$ cat src/rtl/keyprt_cmd_sequencer.sv
// keyprt_cmd_sequencer: turns key/pop requests into timed command-port waveforms and captures pop results
module keyprt_cmd_sequencer #(
  parameter int KEY_HOLD = 50000,
  parameter int KEY_GAP  = 50000,
  parameter int POP_HOLD = 10000,
  parameter int POP_GAP  = 10000,
  parameter int CNT_W    = 17
) (
  input  logic        CLK,
  input  logic        RES_N,
  input  logic        REQ_VALID,
  output logic        REQ_READY,
  input  logic        REQ_KIND,
  input  logic [7:0]  REQ_CODE,
  output logic [31:0] PORT_KEYPRT_CMD,
  input  logic [31:0] PORT_KEYPRT_RES,
  output logic        RSP_VALID,
  input  logic        RSP_READY,
  output logic [31:0] RSP_DATA,
  output logic        BUSY
);
  typedef enum logic [2:0] {IDLE, KEY_ON, KEY_OFF, POP_ON, POP_OFF} state_t;
  localparam logic [CNT_W-1:0] KH = CNT_W'(KEY_HOLD - 1);
  localparam logic [CNT_W-1:0] KG = CNT_W'(KEY_GAP - 1);
  localparam logic [CNT_W-1:0] PH = CNT_W'(POP_HOLD - 1);
  localparam logic [CNT_W-1:0] PG = CNT_W'(POP_GAP - 1);
  state_t state, state_n;
  logic [CNT_W-1:0] cnt, cnt_n;
  logic [31:0] cmd_n, rsp_data_n;
  logic rsp_valid_n, accept, done;
  assign REQ_READY = RES_N && state == IDLE && (!REQ_KIND || !RSP_VALID);
  assign accept = REQ_VALID && REQ_READY;
  assign done = cnt == '0;
  assign BUSY = state != IDLE;
  always_comb begin
    state_n = state;
    cnt_n = done ? cnt : cnt - CNT_W'(1);
    cmd_n = PORT_KEYPRT_CMD;
    rsp_valid_n = RSP_VALID && !RSP_READY;
    rsp_data_n = RSP_DATA;
    case (state)
      IDLE: if (accept) begin
        state_n = REQ_KIND ? POP_ON : KEY_ON;
        cnt_n = REQ_KIND ? PH : KH;
        cmd_n = REQ_KIND ? 32'h0000_8000 : {24'h0, REQ_CODE};
      end
      KEY_ON: if (done) begin
        state_n = KEY_OFF;
        cnt_n = KG;
        cmd_n = '0;
      end
      POP_ON: if (done) begin
        state_n = POP_OFF;
        cnt_n = PG;
        cmd_n = '0;
        rsp_valid_n = 1'b1;
        rsp_data_n = PORT_KEYPRT_RES;
      end
      KEY_OFF, POP_OFF: if (done) state_n = IDLE;
      default: state_n = IDLE;
    endcase
  end
  always_ff @(posedge CLK) begin
    if (!RES_N) begin
      state <= IDLE;
      cnt <= '0;
      PORT_KEYPRT_CMD <= '0;
      RSP_VALID <= 1'b0;
      RSP_DATA <= '0;
    end else begin
      state <= state_n;
      cnt <= cnt_n;
      PORT_KEYPRT_CMD <= cmd_n;
      RSP_VALID <= rsp_valid_n;
      RSP_DATA <= rsp_data_n;
    end
  end
endmodule

$ cat config.mk
export PLATFORM = sky130hd
export DESIGN_NAME = keyprt_cmd_sequencer
export DESIGN_NICKNAME = d
export VERILOG_FILES = /design/src/rtl/keyprt_cmd_sequencer.sv
export SDC_FILE = /design/constraint.sdc
export NUM_CORES = 1
export LEC_CHECK = 0
export ABC_CLOCK_PERIOD_IN_PS = 6200
export BUFFER_PORTS_ARGS = -buffer_cell sky130_fd_sc_hd__buf_2
export CORE_MARGIN = 2
export CORE_UTILIZATION = 50
export DETAILED_ROUTE_END_ITERATION = 7
export GPL_TIMING_DRIVEN = 1
export HOLD_SLACK_MARGIN = 0.02
export MAX_ROUTING_LAYER = met4
export PLACE_DENSITY_LB_ADDON = 0.05
export SLEW_MARGIN = 15
export SYNTH_ARGS = -nofsm -noshare
export SYNTH_HDL_FRONTEND = slang
export SYNTH_SLANG_ARGS = --single-unit
$ cat constraint.sdc
create_clock -name CLK -period 6.2 [get_ports CLK]
set_input_delay 1.24 -clock CLK [delete_from_list [all_inputs] [get_ports CLK]]
set_output_delay 1.24 -clock CLK [all_outputs]
set_load 0.03 [all_outputs]
== Yosys cells after proc, flatten, opt, wreduce, memory -nomap -nowiden ==
Cells that the tools add are included.

* Flip-flop bits (word level): 85
* Bits of input ports: 45
* Output and inout port bits: 67
* Word-level logic and storage cells: 50

* Add/subtract/negate cells: 1
* Eq/ne operators: 9
* Muxes and demuxes: 18
* Reduce and logical (&&, ||, !) cells: 17

{| class="wikitable"
|+ Operator list
! cell !! number
|-
| two-way mux 17 bit || 4
|-
| two-way mux 32 bit || 2
|-
| case mux 32 bit (2 select lines) || 1
|-
| case mux 17 bit (3 select lines) || 1
|-
| two-way mux 16 bit || 2
|-
| logical NOT 17 bit || 1
|-
| subtractor 17 x 1 -> 17 bit (second input constant) || 1
|-
| two-way mux 3 bit || 4
|-
| case mux 3 bit (4 select lines) || 1
|-
| inequality test 2 bit (second input constant) || 4
|-
| == test 3 x 2 -> 1 bit (second input constant) || 2
|-
| logical AND 1 bit || 4
|-
| AND reduction 4 bit || 1
|-
| OR reduction 2 bit || 2
|-
| == test 3 x 1 -> 1 bit (second input constant) || 1
|-
| == test 3 bit (second input constant) || 1
|-
| logical NOT 1 bit || 3
|-
| logical NOT 3 bit || 1
|-
| AND reduction 3 bit || 1
|-
| nonzero test 3 bit || 1
|-
| two-way mux 1 bit || 2
|-
| two-way mux 2 bit || 1
|-
| inequality test 2 x 1 -> 1 bit (second input constant) || 1
|-
| AND reduction 2 bit || 1
|-
| other kinds (2) || 2
|}

== Depth between registers and ports, before layout ==
Gate-level depths: netlist (run 1).

* Depth after elaboration: 6
* Depth in mapped cells: 11
* Gate-level depth less buffers: 10

== Least setup slack after synthesis (run 1) ==
Ideal clock, no wire load.

* Path kind: input-to-output
* Start: input RES_N
* End: output REQ_READY
* Arrival: 2.246 ns
* Required time: 4.960 ns
* Slack: 2.714 ns
* Stages: 3
* Path buffers: 1
* Cell sequence: clkbuf_1 -> nor4b_1 -> and2_1

* Cells in the longest elaborated chain, start to end: 2

{| class="wikitable"
|+ RTL lines
! element !! line !! RTL
|-
| start, declared || 10 || <nowiki>input logic RES_N,</nowiki>
|-
| logical AND 1 bit (2 in a row) || 31 || <nowiki>assign REQ_READY = RES_N && state == IDLE && (!REQ_KIND || !RSP_VALID);</nowiki>
|-
| end, declared || 12 || <nowiki>output logic REQ_READY,</nowiki>
|}

No other way between the ends.

== Worst setup path in the final report (run 1) ==
Ends and elaborated chain as after synthesis.

==> impl_metrics.csv, run 1 <==
group,metric,value,unit
route,finalWirelength,7030,µm
cells_and_area,synthToLayoutAreaGrowth,18.9,%
worst_setup_path,required,4.96,ns
pwr,seq_power_share,37.6,%
worst_setup_path,startpoint_type,"input pin",
job,maxCapViolCount,0,
global_routing,grt.overflow.total,0,
cells_and_area,n_fill_cell,517,
synthesis,yosys.area.top_type,"dfxtp_1",
status,status,"completed",
synthesis,ys_seq_area_share,42.5,%
worst_setup_path,rr_worst_depth,5,
die,die_h,80.4,µm
worst_setup_path,critPathMostFrequentCell,"buf_2",
global_routing,antenna_found_initial,0,
synthesis,synth-edff-count,0,
die,die_x,80.4,µm
worst_setup_path,path_max_fanout,18,
clock_network,ctsHtreeMaxLevel,3,
clock_network,cts_root_buf,"clkbuf_8",
timing,worstMarginPinSlew,1.02,ns
synthesis,synth_area,2920,µm²
worst_setup_path,criticalPathCategory,"in2out",
timing,fin_crit,3.70,ns
timing,rsz0062_at_grt,"false",
pwr,combPwrFrac,36.5,%
place,hpwl,4840,µm
clock_network,clk_pin_slew_worst_paths,0.07,ns
pwr,switching_power,514,µW
die,rows,27,
route,postRouteAntennaNets,0,
worst_setup_path,slowest_stage,"nor4b_1",
timing,fin_skew,0.00657,ns
synthesis,yosysUniqueCellTypes,49,
route,vias,2779,
pwr,powerDensity,383,nW/µm²
timing,fmax,0.271,GHz
timing,setup_violations,0,
hold_path,holdPathStages,2,
route,drc_errors,0,
worst_setup_path,arrival,2.46,ns
synthesis,ys_warn_count,0,
hold_path,min_path_type,"reg2reg",
clock_network,tritoncts,"built",
clock_network,cts.sinks,62,
route,wire_per_inst,13.5,µm
route,via_per_inst,5.33,
route,first_pass_iters,4,
global_routing,grt_first_pass_wirelength,11400,µm
clock_network,cts.path.max_buffers,2,
clock_network,clock_latency,0.33,ns
clock_network,cts-hold-fix-buffers,0,
timing,hold_violations,0,
die,start_util,52.4,%
cells_and_area,drive_gt1_share,25.2,%
place,dpl.cell_count,506,
clock_network,post_cts_resized,0,
pwr,p_leak,1.47,nW
die,coreArea,5570,µm²
clock_network,cts_setup_buffers,0,
cells_and_area,antenna_cells,0,
worst_setup_path,cp_cell_sequence,"buf_2 -> nor4b_1 -> and2_1 -> buf_2",
timing,fin_crit_sh,59.6,%
route,drt_iter0_markers,161,
clock_network,numCtsBuffers,9,
timing,drv_slew,0,
synthesis,yosys.area.top_type_share,42.5,%
timing,setup_tns,0,ns
pwr,power.internal,818,µW
synthesis,syn_area_per_cell,8.00,µm²
synthesis,synth_cells,365,
die,design.die.area,6470,µm²
timing,relSlewSlack,31.7,%
global_routing,grt_pass1_vias,2580,
worst_setup_path,endpoint_kind,"output pin",
pwr,p_sw_share,38.6,%
global_routing,grt_use_total,23.3,%
global_routing,grt_max_degree,44,
pwr,vdd_drop_max,186,µV
synthesis,synth_commonest_cells,"nand2_1 (79), dfxtp_1 (62), a21oi_1 (46)",
synthesis,synthArstFlopShare,0,%
synthesis,yosysMostFrequentCell,"nand2_1",
synthesis,ys.flop_type,"dfxtp_1",
cells_and_area,final_nets,492,
worst_setup_path,cpPeakStageDelay,0.49,ns
worst_setup_path,rrSetupSlack,3.42,ns
die,io_pins,112,
place,portBuffers,88,
synthesis,synth_area_leaders,"dfxtp_1 (43%), nand2_1 (10%), a21oi_1 (7.9%)",
cells_and_area,stdcell_count,521,
place,place.gp.congestion,0.888,
pwr,p_clk_share,25.8,%
synthesis,ys_ff_latch,62,
-- critical path, delay by kind of cell --
family                 cells  cell delay [ns]
buffers and inverters      2             0.51
and+or+nand+nor            2             0.70
-- state kept, by name (all words and copies together), names as in the netlist --
signal and flops:
PORT_KEYPRT_CMD 9, RSP_DATA 32, RSP_VALID 1, cnt 17
state 3
-- per-stage QoR --
step                      hold WS (ns)  cell area [µm²]  total power, mW  setup WS, ns  utilization (%)
final                            0.446             3470             1.33          2.50             62.3
after global routing             0.466             3470             1.42          2.44             62.3
after CTS                        0.453             3470             1.34          2.51             62.3
after detailed placement         0.443             3280            0.988          2.51             58.9
after global placement           0.433             3280            0.977          2.54             58.9
after floorplan                  0.422             3000            0.892          2.71                -
-- power by group through the flow --
stage                     Combinational [mW]  Sequential (mW)  Clock (mW)
after floorplan                        0.392            0.500           0
after global placement                 0.470            0.508           0
after detailed placement               0.479            0.509           0
after CTS                              0.482            0.500       0.355
after global routing                   0.537            0.509       0.374
final                                  0.486            0.501       0.344
-- per-layer routing --
| layer | share of wire (%) | routed length [µm] | track usage, % |
|---|---|---|---|
| met1 | 44 | 3070 | 27.4 |
| met2 | 49 | 3440 | 38.4 |
| met4 | 1.4 | 96 | 9.32 |
| met5 | 0 | 0 | - |
| met3 | 6.0 | 420 | 5.73 |
-- layout make-up --
cell class	count	area [µm²]	share of cell area [%]
timing repair buffer	91	463	13.3
inverter	9	33.8	0.973
sequential	62	1240	35.7
multi-input combinational	272	1460	41.9
clock inverter	4	47.5	1.37
clock buffer	11	141	4.07
tap	72	90.1	2.59
-- cells in the final DEF, fill, tap and decap left out, types with 3 or more instances in the layout --
cell      instances
nor2_1           16
xnor2_1           6
o21ai_1           4
buf_2            88
conb_1           23
xor2_1            3
buf_4             3
a211oi_1          4
a31oi_1           4
nand3_1          13
dfxtp_1          62
o21a_1            5
o21ai_0           8
a21oi_1          46
nand2_1          79
or3_1             3
nand2b_1          3
nor3_1            9
nor4_1            5
or4_1             3
a21boi_0          3
nand4_1           3
clkbuf_8         10
inv_1             8
-- worst paths after layout --
check / startpoint / end
max reg2reg: cnt[11] / RSP_DATA[21]
max: RES_N / REQ_READY
min reg2reg: PORT_KEYPRT_CMD[5] / PORT_KEYPRT_CMD[5]
min: PORT_KEYPRT_CMD[5] / PORT_KEYPRT_CMD[5]
-- logic make-up (layout without fill, tap and decap cells) --
| kind of cell | count (synthesis) | count (layout) | share of synthesized area, % |
|---|---|---|---|
| buffers and inverters | 53 | 115 | 10.5 |
| XOR/XNOR | 9 | 9 | 2.70 |
| flip-flops | 62 | 62 | 42.5 |
| other | 1 | 23 | 0.128 |
| AND/OR/NAND/NOR | 143 | 143 | 22.5 |
| adder cells (fa/ha/maj) | 2 | 2 | 0.857 |
| multiplexers | 2 | 2 | 0.728 |
| AO/OA/AOI/OAI | 93 | 93 | 20.1 |
Note: power is estimated with default switching activity, not from simulation.
==> inputs of run 2 (changes only) <==
--- a/config.mk
+++ b/config.mk
@@ -5,10 +5,10 @@
 export SDC_FILE = /design/constraint.sdc
 export NUM_CORES = 1
 export LEC_CHECK = 0
-export ABC_CLOCK_PERIOD_IN_PS = 6200
+export ABC_CLOCK_PERIOD_IN_PS = 3800
 export BUFFER_PORTS_ARGS = -buffer_cell sky130_fd_sc_hd__buf_2
 export CORE_MARGIN = 2
-export CORE_UTILIZATION = 50
+export CORE_UTILIZATION = 49
 export DETAILED_ROUTE_END_ITERATION = 7
 export GPL_TIMING_DRIVEN = 1
 export HOLD_SLACK_MARGIN = 0.02
==> constraint.sdc (replaced) <==
create_clock -name CLK -period 3.8 [get_ports CLK]
set_input_delay 0.76 -clock CLK [delete_from_list [all_inputs] [get_ports CLK]]
set_output_delay 0.76 -clock CLK [all_outputs]
set_load 0.03 [all_outputs]
==> impl_metrics.csv, run 2 (same netlist as run 1, synthesis figures left out) <==
group,metric,value,unit
status,status,"completed",
route,drt_iter0_markers,156,
pwr,combPwrFrac,35.7,%
clock_network,post_cts_resized,0,
cells_and_area,largest_register_ffs,32,
timing,fmax,0.355,GHz
clock_network,cts-hold-fix-buffers,0,
hold_path,min_path_type,"reg2reg",
worst_setup_path,endpoint_kind,"output pin",
pwr,p_leak,1.50,nW
worst_setup_path,arrival,2.05,ns
global_routing,grt_pass1_vias,2518,
timing,setup_slack,0.986,ns
worst_setup_path,cpPeakStageDelay,0.58,ns
cells_and_area,final_util,60.2,%
timing,fin_crit,2.81,ns
clock_network,tritoncts,"built",
die,io_pins,112,
pwr,vdd_drop_max,465,µV
global_routing,grt_use_total,22.7,%
worst_setup_path,path_max_fanout,18,
die,coreArea,5850,µm²
cells_and_area,antenna_cells,0,
route,postRouteAntennaNets,0,
clock_network,ctsHtreeMaxLevel,3,
place,hpwl,4780,µm
timing,fin_skew,0.00649,ns
timing,rsz0062_at_grt,"false",
worst_setup_path,cp_cell_sequence,"buf_2 -> nor4b_1 -> and2_1 -> buf_2",
die,die_h,81.2,µm
cells_and_area,final_nets,494,
worst_setup_path,required,3.04,ns
cells_and_area,final_common_cell,"buf_2",
timing,fin_crit_sh,74.0,%
timing,hold_violations,0,
timing,setup_tns,0,ns
worst_setup_path,startpoint_type,"input pin",
die,rows,28,
route,drc_errors,0,
timing,worstMarginPinSlew,0.804,ns
cells_and_area,reg_top3,"RSP_DATA (32), cnt (17), PORT_KEYPRT_CMD (9)",
timing,relSlewSlack,45.9,%
die,start_util,49.9,%
pwr,powerDensity,646,nW/µm²
clock_network,cts_root_buf,"clkbuf_8",
place,dpl.cell_count,511,
cells_and_area,drive_gt1_share,25.3,%
clock_network,cts.sinks,62,
global_routing,grt_max_degree,44,
place,portBuffers,88,
pwr,switching_power,842,µW
place,dpl_worst_slack,0.970,ns
global_routing,grt_first_pass_wirelength,11100,µm
pwr,p_sw_share,37.0,%
route,via_per_inst,5.33,
route,first_pass_iters,7,
route,wire_per_inst,13.3,µm
cells_and_area,stdcell_count,526,
clock_network,clock_latency,0.33,ns
die,design.die.area,6590,µm²
timing,whs,0.446,ns
die,die_x,81.2,µm
timing,drv_slew,0,
global_routing,antenna_found_initial,0,
cells_and_area,mostFrequentLayoutCells,"buf_2 (88), nand2_1 (79), dfxtp_1 (62)",
job,maxCapViolCount,0,
worst_setup_path,slowest_stage,"nor4b_1",
pwr,seq_power_share,35.9,%
global_routing,grt.overflow.total,0,
place,place.gp.congestion,0.877,
worst_setup_path,criticalPathCategory,"in2out",
route,finalWirelength,7000,µm
pwr,power.internal,1.43,mW
worst_setup_path,critPathMostFrequentCell,"buf_2",
clock_network,cts.path.max_buffers,2,
cells_and_area,regMostFlops,"RSP_DATA",
clock_network,numCtsBuffers,9,
clock_network,clk_pin_slew_worst_paths,0.06,ns
timing,setup_violations,0,
clock_network,cts_setup_buffers,0,
pwr,p_clk_share,28.3,%
cells_and_area,synthToLayoutAreaGrowth,20.7,%
route,vias,2802,
run 2: layout make-up:
| cell class | instances | area (µm²) |
|---|---|---|
| Inverter | 9 | 33.8 |
| Clock buffer | 12 | 155 |
| Multi-Input combinational cell | 272 | 1460 |
| Fill cell | 575 | 2330 |
| Clock inverter | 3 | 67.6 |
| Timing Repair Buffer | 93 | 478 |
| Sequential cell | 62 | 1240 |
| Tap cell | 75 | 93.8 |
run 2: power groups by stage:
stage	registers (mW)	clock network, mW	logic [mW]
finish	0.818	0.645	0.813
floorplan	0.816	0	0.639
global route	0.834	0.693	0.883
CTS	0.815	0.667	0.796
detailed placement	0.828	0	0.788
global placement	0.828	0	0.792
run 2: worst max-delay path, delay by kind of cell:
kind,cells,cell delay (ns)
buffers and inverters,2,0.50
and+or+nand+nor,2,0.79
run 2: routing by layer:
layer | global-route usage (%) | vias to the layer above | wire (µm)
met3 | 7.56 | 18 | 499
met5 | - | - | 0
li1 | - | 1398 | -
met1 | 26.0 | 1249 | 3020
met4 | 10.7 | 0 | 159
met2 | 35.8 | 137 | 3320
run 2: final timing paths:
path | startpoint | to | slack [ns] | cells past startpoint
setup reg to reg | cnt[2] | cnt[11] | 1.11 | 5
setup / recovery | RES_N | REQ_READY | 0.99 | 4
hold / removal | PORT_KEYPRT_CMD[6] | PORT_KEYPRT_CMD[6] | 0.45 | 2
hold reg to reg | PORT_KEYPRT_CMD[6] | PORT_KEYPRT_CMD[6] | 0.45 | 2
run 2: through the flow:
stage               cell area (µm²)  power [mW]
floorplan                      3000        1.45
global placement               3300        1.62
detailed placement             3300        1.62
CTS                            3520        2.28
global route                   3520        2.41
finish                         3520        2.28
==> inputs of run 3 (changes only) <==
--- a/config.mk
+++ b/config.mk
@@ -5,10 +5,10 @@
 export SDC_FILE = /design/constraint.sdc
 export NUM_CORES = 1
 export LEC_CHECK = 0
-export ABC_CLOCK_PERIOD_IN_PS = 3800
+export ABC_CLOCK_PERIOD_IN_PS = 2450
 export BUFFER_PORTS_ARGS = -buffer_cell sky130_fd_sc_hd__buf_2
 export CORE_MARGIN = 2
-export CORE_UTILIZATION = 49
+export CORE_UTILIZATION = 44
 export DETAILED_ROUTE_END_ITERATION = 7
 export GPL_TIMING_DRIVEN = 1
 export HOLD_SLACK_MARGIN = 0.02
==> constraint.sdc (replaced) <==
create_clock -name CLK -period 2.45 [get_ports CLK]
set_input_delay 0.49 -clock CLK [delete_from_list [all_inputs] [get_ports CLK]]
set_output_delay 0.49 -clock CLK [all_outputs]
set_load 0.03 [all_outputs]
==> impl_metrics.csv, run 3 (same netlist as run 1, synthesis figures left out) <==
group,metric,value,unit
route,wire_per_inst,13.0,µm
cells_and_area,final_nets,511,
clock_network,tritoncts,"built",
place,place_area,3430,µm²
place,place.gp.congestion,0.855,
global_routing,grt_pass1_vias,2660,
route,postRouteAntennaNets,0,
pwr,seq_power_share,36.3,%
die,rows,29,
pwr,p_leak,1.56,nW
job,maxCapViolCount,0,
status,status,"completed",
timing,fin_crit,2.36,ns
global_routing,grt_use_total,20.9,%
worst_setup_path,startpoint_type,"flip-flop",
pwr,switching_power,1.33,mW
route,first_pass_iters,4,
timing,relSlewSlack,62.5,%
clock_network,cts-hold-fix-buffers,0,
die,die_h,85.5,µm
route,vias,2806,
worst_setup_path,arrival,2.59,ns
die,start_util,45.7,%
global_routing,grt_first_pass_wirelength,11800,µm
cells_and_area,design_area,3630,µm²
clock_network,ctsHtreeMaxLevel,3,
pwr,combPwrFrac,40.5,%
cells_and_area,largest_register_ffs,32,
worst_setup_path,endpoint_kind,"flip-flop",
timing,fin_skew,0.0112,ns
pwr,p_sw_share,38.5,%
place,portBuffers,88,
route,via_per_inst,5.15,
clock_network,clock_latency,0.34,ns
timing,fmax,0.424,GHz
pwr,power.internal,2.13,mW
worst_setup_path,rrSetupSlack,0.09,ns
die,io_pins,112,
timing,drv_slew,0,
worst_setup_path,cpPeakStageDelay,0.59,ns
pwr,p_clk_share,23.2,%
timing,hold_violations,0,
cells_and_area,drive_gt1_share,28.2,%
die,coreArea,6390,µm²
route,drc_errors,0,
worst_setup_path,crit_family,"simple AND/OR/NAND/NOR gates",
cells_and_area,synthToLayoutAreaGrowth,24.2,%
timing,fin_crit_sh,96.2,%
cells_and_area,regMostFlops,"RSP_DATA",
cells_and_area,final_util,56.8,%
place,hpwl,5120,µm
global_routing,grt_max_degree,35,
cells_and_area,mostFrequentLayoutCells,"buf_2 (88), nand2_1 (79), dfxtp_1 (62)",
clock_network,cts_root_buf,"clkbuf_8",
clock_network,cts.sinks,62,
global_routing,grt.overflow.total,0,
timing,worstMarginPinSlew,0.558,ns
global_routing,antenna_found_initial,0,
route,finalWirelength,7110,µm
pwr,vdd_drop_max,701,µV
route,drt_iter0_markers,152,
clock_network,numCtsBuffers,9,
worst_setup_path,criticalPathCategory,"reg2reg",
cells_and_area,final_common_cell,"buf_2",
worst_setup_path,required,2.68,ns
clock_network,clk_pin_slew_worst_paths,0.07,ns
worst_setup_path,cp_cell_sequence,"or4_1 -> nor4_1 -> mux2_2 -> o21a_1 -> o221a_2",
worst_setup_path,slowest_stage,"or4_1",
pwr,powerDensity,955,nW/µm²
clock_network,cts.path.max_buffers,2,
die,die_x,85.5,µm
cells_and_area,antenna_cells,0,
pwr,fin_total_pwr,3.46,mW
worst_setup_path,cp_num_buf_inv,0,
timing,setup_violations,0,
worst_setup_path,path_max_fanout,5,
die,design.die.area,7310,µm²
hold_path,min_path_type,"in2reg",
cells_and_area,reg_top3,"RSP_DATA (32), cnt (17), PORT_KEYPRT_CMD (9)",
-- run 3: cell types whose count changed in the layout (fill, tap and decap cells not counted), sizes merged --
| cell | before | now |
|---|---|---|
| bufinv | 2 | 0 |
| clkinv | 1 | 2 |
| clkinvlp | 1 | 2 |
| buf | 93 | 110 |
-- run 3: area by class of cell --
class | count | area (µm²)
Clock buffer | 12 | 155
Clock inverter | 3 | 20.0
Fill cell | 628 | 2760
Inverter | 9 | 33.8
Multi-Input combinational cell | 272 | 1460
Sequential cell | 62 | 1240
Tap cell | 77 | 96.3
Timing Repair Buffer | 110 | 622
-- run 3: path summary, 6_finish.rpt --
path / start / depth (start not counted) / end
worst min register to register: RSP_DATA[10] / 2 / RSP_DATA[10]
worst max register to register: cnt[7] / 5 / cnt[13]
worst min-delay path: REQ_CODE[2] / 3 / PORT_KEYPRT_CMD[2]
worst max-delay path: cnt[7] / 5 / cnt[13]
-- run 3: metrics by stage --
stage	setup WS (ns)	TNS [ns]	cells	hold slack (ns)
global placement	0.154	0	528	0.435
global route	-0.00544	-0.00544	545	0.355
floorplan	0.0722	0	387	0.422
detailed placement	0.0879	0	528	0.440
finish	0.0934	0	545	0.370
CTS	0.0710	0	543	0.359
-- run 3: power groups by stage --
stage | registers [mW] | clock network [mW] | logic (mW)
3_5_place_dp | 1.28 | 0 | 1.36
5_1_grt | 1.28 | 0.872 | 1.55
3_3_place_gp | 1.27 | 0 | 1.37
4_1_cts | 1.25 | 0.827 | 1.37
6_report | 1.26 | 0.804 | 1.40
2_1_floorplan | 1.27 | 0 | 0.991
-- run 3: per-layer routing --
metal | global-route usage, % | wire length [µm] | vias up
li1 | - | - | 1428
met1 | 24.8 | 3170 | 1276
met2 | 32.9 | 3390 | 87
met3 | 5.45 | 395 | 15
met4 | 9.81 | 151 | 0
met5 | - | 0 | -
-- run 3: worst reg2reg max path, delay by kind of cell, from the launching register on --
kind | cells | cell delay [ns]
simple gates | 2 | 1.07
mux | 1 | 0.42
compound gates | 2 | 0.41
flops | 1 | 0.35
-- run 3: what timing repair did --
item	4_1_cts	5_1_grt
resized for setup	0	2
setup buffers	0	2
setup endpoints to repair	0	5
